$ cat config.mk
export PLATFORM = sky130hd
export DESIGN_NAME = i8008_bus_ctrl
export DESIGN_NICKNAME = d
export VERILOG_FILES = /design/src/rtl/i8008_bus_ctrl.sv
export SDC_FILE = /design/constraint.sdc
export NUM_CORES = 1
export LEC_CHECK = 0
export ABC_AREA = 1
export CAP_MARGIN = 20
export CORE_UTILIZATION = 50
export DETAILED_ROUTE_END_ITERATION = 10
export DONT_BUFFER_PORTS = 1
export HOLD_SLACK_MARGIN = 0.1
export MAX_ROUTING_LAYER = met4
export PLACE_DENSITY = 0.69
export RECOVER_POWER = 50
export SYNTH_ARGS = -nofsm -noshare
export SYNTH_HDL_FRONTEND = slang
export SYNTH_SLANG_ARGS = --single-unit
$ cat constraint.sdc
create_clock -name clk -period 3.6 [get_ports clk]
set_input_delay 0.72 -clock clk [delete_from_list [all_inputs] [get_ports clk]]
set_output_delay 0.72 -clock clk [all_outputs]
set_load 0.05 [all_outputs]
$ cat src/rtl/i8008_bus_ctrl.sv
// i8008 bus-cycle controller: T-state tracking, address latch, memory req/ack handshake and PCC I/O.
// Optional macro MEM_CTRL_INTR_EN: controller owns INTR and jams an RST vvv opcode on the T1I cycle.
module i8008_bus_ctrl #(
  parameter int TIMEOUT = 16,
  parameter int AWIDTH  = 14
) (
  input  logic              clk,
  input  logic              rst_n,
  input  logic [7:0]        cpu_d_out,
  input  logic              cpu_sync,
  input  logic [2:0]        cpu_state,
  output logic [7:0]        cpu_d_in,
  output logic              cpu_ready,
  output logic              cpu_intr,
  output logic              mem_req,
  output logic              mem_we,
  output logic [AWIDTH-1:0] mem_addr,
  output logic [7:0]        mem_wdata,
  input  logic [7:0]        mem_rdata,
  input  logic              mem_ack,
  output logic              io_strobe,
  output logic [4:0]        io_port,
  output logic [7:0]        io_wdata,
  input  logic [7:0]        io_rdata,
  input  logic              intr_req,
  input  logic [2:0]        intr_vec,
  output logic              bus_err
);

  localparam int CW = $clog2(TIMEOUT + 1);
  localparam logic [CW-1:0] CNT_LAST = CW'(TIMEOUT - 1);

  localparam logic [2:0] ST_T1  = 3'b010;
  localparam logic [2:0] ST_T1I = 3'b011;
  localparam logic [2:0] ST_T2  = 3'b001;
  localparam logic [2:0] ST_T3  = 3'b100;

  typedef enum logic [2:0] {
    S_IDLE, S_ADDR, S_RD_REQ, S_WR_DATA, S_WR_REQ, S_DEC, S_IO, S_HOLD
  } state_t;

  state_t          state_q;
  logic [7:0]      addr_lo_q, t2_q;
  logic            pend_a_q, pend_t2_q, intr_cyc_q;
  logic [CW-1:0]   cnt_q;
  logic [7:0]      cpu_d_in_q, mem_wdata_q, io_wdata_q;
  logic            cpu_ready_q, cpu_intr_q, mem_req_q, mem_we_q, io_strobe_q, bus_err_q;
  logic [AWIDTH-1:0] mem_addr_q;
  logic [4:0]      io_port_q;

  logic sample_t1, sample_t1i, sample_t2, sample_t3, start_cycle;
  logic dec_go, t2_in_wr, timeout_hit;
  logic [7:0] dec_byte;

`ifdef MEM_CTRL_INTR_EN
  logic intr_req_q;
  assign sample_t1  = cpu_sync && (cpu_state == ST_T1);
  assign sample_t1i = cpu_sync && (cpu_state == ST_T1I);
`else
  logic intr_unused;
  assign intr_unused = ^{intr_req, intr_vec};
  assign sample_t1  = cpu_sync && ((cpu_state == ST_T1) || (cpu_state == ST_T1I));
  assign sample_t1i = 1'b0;
`endif

  assign sample_t2   = cpu_sync && (cpu_state == ST_T2);
  assign sample_t3   = cpu_sync && (cpu_state == ST_T3);
  assign start_cycle = sample_t1 || sample_t1i;
  assign t2_in_wr    = sample_t2 && pend_a_q;
  assign timeout_hit = mem_req_q && (cnt_q == CNT_LAST) && !mem_ack;

  // Decode runs either on a live T2 sample or one clk after a posted write drains with a T2 queued.
  assign dec_go   = ((state_q == S_ADDR) && sample_t2) || (state_q == S_DEC);
  assign dec_byte = (state_q == S_DEC) ? t2_q : cpu_d_out;

  always_ff @(posedge clk) begin
    if (!rst_n) begin
      state_q     <= S_IDLE;
      addr_lo_q   <= '0;
      t2_q        <= '0;
      pend_a_q    <= 1'b0;
      pend_t2_q   <= 1'b0;
      intr_cyc_q  <= 1'b0;
      cnt_q       <= '0;
      cpu_d_in_q  <= 8'h00;
      cpu_ready_q <= 1'b1;
      cpu_intr_q  <= 1'b0;
      mem_req_q   <= 1'b0;
      mem_we_q    <= 1'b0;
      mem_addr_q  <= '0;
      mem_wdata_q <= '0;
      io_strobe_q <= 1'b0;
      io_port_q   <= '0;
      io_wdata_q  <= '0;
      bus_err_q   <= 1'b0;
`ifdef MEM_CTRL_INTR_EN
      intr_req_q  <= 1'b0;
`endif
    end else begin
      io_strobe_q <= 1'b0;
      if (state_q == S_WR_REQ) begin
        // Posted write in flight: the core may already be addressing its next cycle.
        cnt_q <= cnt_q + 1'b1;
        if (start_cycle) begin
          addr_lo_q  <= cpu_d_out;
          pend_a_q   <= 1'b1;
          pend_t2_q  <= 1'b0;
          intr_cyc_q <= 1'b0;
        end else if (t2_in_wr) begin
          t2_q        <= cpu_d_out;
          pend_t2_q   <= 1'b1;
          cpu_ready_q <= 1'b0;
        end
        if (mem_ack || timeout_hit) begin
          mem_req_q <= 1'b0;
          if (!mem_ack) bus_err_q <= 1'b1;
          if (start_cycle) begin
            state_q     <= S_ADDR;
            cpu_ready_q <= 1'b1;
          end else if (pend_t2_q || t2_in_wr) begin
            state_q <= S_DEC;
          end else if (pend_a_q) begin
            state_q     <= S_ADDR;
            cpu_ready_q <= 1'b1;
          end else begin
            state_q     <= S_IDLE;
            cpu_ready_q <= 1'b1;
          end
        end
      end else if (start_cycle) begin
        state_q     <= S_ADDR;
        addr_lo_q   <= cpu_d_out;
        mem_req_q   <= 1'b0;
        cpu_ready_q <= 1'b1;
        intr_cyc_q  <= 1'b0;
      end else begin
        case (state_q)
          S_RD_REQ: begin
            cnt_q <= cnt_q + 1'b1;
            if (mem_ack) begin
              cpu_d_in_q  <= mem_rdata;
              cpu_ready_q <= 1'b1;
              mem_req_q   <= 1'b0;
              state_q     <= S_HOLD;
            end else if (timeout_hit) begin
              cpu_d_in_q  <= 8'hFF;
              cpu_ready_q <= 1'b1;
              mem_req_q   <= 1'b0;
              bus_err_q   <= 1'b1;
              state_q     <= S_HOLD;
            end
          end
          S_WR_DATA: begin
            if (sample_t3) begin
              mem_wdata_q <= cpu_d_out;
              mem_req_q   <= 1'b1;
              mem_we_q    <= 1'b1;
              cnt_q       <= '0;
              pend_a_q    <= 1'b0;
              pend_t2_q   <= 1'b0;
              state_q     <= S_WR_REQ;
            end
          end
          S_IO: begin
            if (io_port_q < 5'd8) cpu_d_in_q <= io_rdata;
            state_q <= S_HOLD;
          end
          S_HOLD: begin
            if (sample_t3) state_q <= S_IDLE;
          end
          default: ;
        endcase
        if (dec_go) begin
          if (intr_cyc_q) begin
            intr_cyc_q  <= 1'b0;
            cpu_ready_q <= 1'b1;
            state_q     <= S_HOLD;
          end else begin
            case (dec_byte[7:6])
              2'b11: begin
                mem_addr_q  <= AWIDTH'({dec_byte[5:0], addr_lo_q});
                cpu_ready_q <= 1'b1;
                state_q     <= S_WR_DATA;
              end
              2'b10: begin
                io_strobe_q <= 1'b1;
                io_port_q   <= dec_byte[5:1];
                io_wdata_q  <= addr_lo_q;
                cpu_ready_q <= 1'b1;
                state_q     <= S_IO;
              end
              default: begin
                mem_addr_q  <= AWIDTH'({dec_byte[5:0], addr_lo_q});
                mem_req_q   <= 1'b1;
                mem_we_q    <= 1'b0;
                cnt_q       <= '0;
                cpu_ready_q <= 1'b0;
                state_q     <= S_RD_REQ;
              end
            endcase
          end
        end
      end
`ifdef MEM_CTRL_INTR_EN
      intr_req_q <= intr_req;
      if (sample_t1i) begin
        cpu_intr_q <= 1'b0;
        cpu_d_in_q <= {2'b00, intr_vec, 3'b101};
        intr_cyc_q <= 1'b1;
      end
      if (intr_req && !intr_req_q) cpu_intr_q <= 1'b1;
`endif
    end
  end

  assign cpu_d_in  = cpu_d_in_q;
  assign cpu_ready = cpu_ready_q;
  assign cpu_intr  = cpu_intr_q;
  assign mem_req   = mem_req_q;
  assign mem_we    = mem_we_q;
  assign mem_addr  = mem_addr_q;
  assign mem_wdata = mem_wdata_q;
  assign io_strobe = io_strobe_q;
  assign io_port   = io_port_q;
  assign io_wdata  = io_wdata_q;
  assign bus_err   = bus_err_q;

endmodule

==> metrics.md <==
| Metric | Value |
|---|---|
| Aggregate global routing overflow | 0 |
| Commonest cells after routing, fill and taps aside | 104 x nor2_1, 99 x nand2_1, 74 x dfxtp_1 |
| Leak Pwr | 1.52 nW |
| Worst VDD drop | 0.404 mV |
| R2r startpoint | state_q[0]$_SDFFE_PN0P_ |
| First-pass DRT Iterations | 5 |
| Postcts setup bufs | 0 |
| Startpoint Class | primary input |
| Io pins | 84 |
| Share of Yosys cell area claimed by the top area cell type | 44.6% |
| # H-tree levels | 3 |
| Vias | 2905 |
| Crit path capture type | register |
| Routed Antenna Nets | 0 |
| CTS Buffer Depth | 2 |
| GRT met3 Usage | 6.03% |
| Site Rows | 29 |
| Clk root buf | clkbuf_8 |
| Worst slew margin | between 50% and 60% |
| Hold Crit Start | t2_q[0]$_SDFFE_PN0P_ |
| CTS Sinks | 74 |
| Layout fillers | 641 |
| Final hold vios | 0 |
| Distinct cells, synth | 29 |
| Mapped Area | 3320 um^2 |
| Status | finished, final reports clean |
| Residual DRC | 0 |
| Initial antenna violation count | 0 |
| Synth area leader | dfxtp_1 |
| TritonCTS buffer count | 9 |
| Reg2reg setup slack | 1600 ps |
| RR Endpoint | mem_req$_SDFFE_PN0P_ |
| Ant diodes | 0 |
| Slowest stage delay, CP | 500 ps |
| Core area | 6390 um^2 |
| # Max-Cap Violations | 0 |
| Max Fclk | 432 MHz |
| Clk_skew | 9.77 ps |
| Cell area power density | 723 nW/um^2 |
| Number of port buffers | 0 |
| CP Data Required Time | ~3900 ps |
| Die Y | 83.5 um |
| CP max FO | 17 |
| CTS resizes | 0 |
| Critical path start-end classification | in2reg |
| Die area | ~7000 um^2 |
| Ys Warns | 0 |
| Hpwl dp | 4990 um |
| Total track usage | between 20% and 30% |
| Vias in the first global route | 2640 |
| Hold Path Sink | t2_q[0]$_SDFFE_PN0P_ |
| Post-DR wirelength/cell | 13.1 um |
| Nets | 510 |
| Layer carrying the most global-route usage | met2 |
| Setup-failing EPs final | 0 |
| DRT iter0 DRCs | 184 |
| Fraction of layout cells with a size suffix above 1 | 7.11% |
| Slowest CP cell | clkbuf_1 |
| Synth area leaders | dfxtp_1 45%, nor2_1 12%, nand2_1 11% |
| Syn nets | roughly 520 |
| Layout Cells excl Fill | 555 |
| Min cycle time layout | 2320 ps |
| Dpl cells | 539 |
| Routed WL | 7240 um |
| Die width | roughly 83 um |
| First-pass GRT wire length | ~12000 um |
| CP Cell Sequence | inv_1, nand3_1, clkbuf_1, inv_1, nor2_4, nand2_4, inv_2, nor2_1, nor2_1 |
| Reg clk slew, reported paths | 90 ps |
| Area grow syn2layout | 6.18% |
| Hold Crit Depth | 2 |
| Vias/cell | between 5 and 6 |
| Worst Tran Pin Value | ~640 ps |
| Cells after Synth | 479 |
| Sequential area share after synthesis | 44.6% |
| M2 GR Usage | 32.2% |
| Worst path arrival time | 2600 ps |
| RSZ-0062 raised after global routing | no |
| Post-synthesis area per instance | around 6.9 um^2 |
| Worst hold path type | reg2reg |
| R2R cell count | 9 |
| Setup TNS | 0 ps |
| Hold buffer count at cts | 0 |
| Yosys reg bits | 74 |
| Gpl congestion | slightly below 1 |
| Max-slew violation count | 0 |
| Skew-Pair Late Insertion Delay | about 350 ps |
| Grt met1 use | 29.9% |
| Initial Util | 52.0% |
| CTS tree | yes |
| Fin crit share | 64.3% |
| Commonest non-fill, non-tap cell in the layout | nor2_1 |
| Largest net degree at the start of global routing | between 60 and 70 |
[through the flow]
stage | instance area, um^2 | power [W] | hold WS [ps] | setup WS (ps) | utilization [%]
finish | 3520 | 0.00255 | 447 | 1280 | 55.2
global route | 3520 | 0.00270 | 493 | 1000 | 55.2
CTS | 3540 | 0.00257 | 450 | 1610 | 55.5
detailed placement | 3310 | 0.00182 | 436 | 1400 | 51.8
global placement | 3310 | 0.00181 | 431 | 1410 | 51.8
floorplan | 3320 | 0.00174 | 425 | 1860 | -
[how the worst max path moves through the flow]
stage	startpoint	to	slack [ps]
finish	cpu_state[2]	mem_addr[8]$_SDFFE_PN0P_	1280
global route	cpu_state[2]	mem_addr[12]$_SDFFE_PN0P_	1000
CTS	cnt_q[0]$_SDFFE_PN0P_	cpu_d_in[7]$_SDFFE_PN0P_	1610
detailed placement	cpu_state[2]	cnt_q[0]$_SDFFE_PN0P_	1400
global placement	cpu_state[2]	cnt_q[0]$_SDFFE_PN0P_	1410
floorplan	mem_ack	cpu_d_in[5]$_SDFFE_PN0P_	1860
[synth_stat cells]
master    instances
a21boi_0          1
a21oi_1          33
a31oi_1           1
buf_1             1
buf_2             4
buf_4             5
buf_6             2
buf_8             1
clkbuf_1          6
clkinv_1          1
conb_1            1
dfxtp_1          74
ha_1              2
inv_1            32
inv_2             8
inv_4             2
nand2_1          99
nand2_2           2
nand2_4           3
nand3_1          11
nand3_2           2
nand3_4           1
nand4_2           1
nor2_1          104
nor2_4            2
o21ai_0          64
o21ai_1          13
o21ai_2           1
o22ai_1           2
[critical path: cells and delay by family]
kind                   cells  cell delay, ps
buffers and inverters      4            1220
and+or+nand+nor            5             670
[state kept, by name, summed over array words and instances, names as in the netlist, 3 cells and up]
signal     flops
io_port        5
t2_q           8
mem_wdata      8
state_q        3
cpu_d_in       8
io_wdata       8
mem_addr      14
addr_lo_q      8
cnt_q          5
[routing by layer]
layer | wire length (um) | part of all wire, %
met5 | 0 | 0
met4 | 130 | 1.8
met3 | 502 | 6.9
met2 | 3110 | 43
met1 | 3500 | 48
[cell families after synthesis]
group | synth area share, %
flops | 44.6
fa+ha+maj | 0.754
buf+inv | 8.67
other cells | 0.113
simple gates | 28.2
compound gates | 17.6
[report_power, final]
part           internal [W]  leakage (nW)  switching, W
sequential         0.000922         0.600      0.000363
combinational      0.000170         0.800      0.000349
clock              0.000418         0.118      0.000325
total               0.00151          1.52       0.00104
[final cells by class]
cell class	instances	area, um^2	area share [%]
multi-input combinational	343	1540	43.7
inverter	43	166	4.72
timing repair buffer	2	7.51	0.213
clock buffer	10	138	3.90
tap	77	96.3	2.73
sequential	74	1480	42.0
clock inverter	6	95.1	2.70
(Power assumes the default switching activity.)
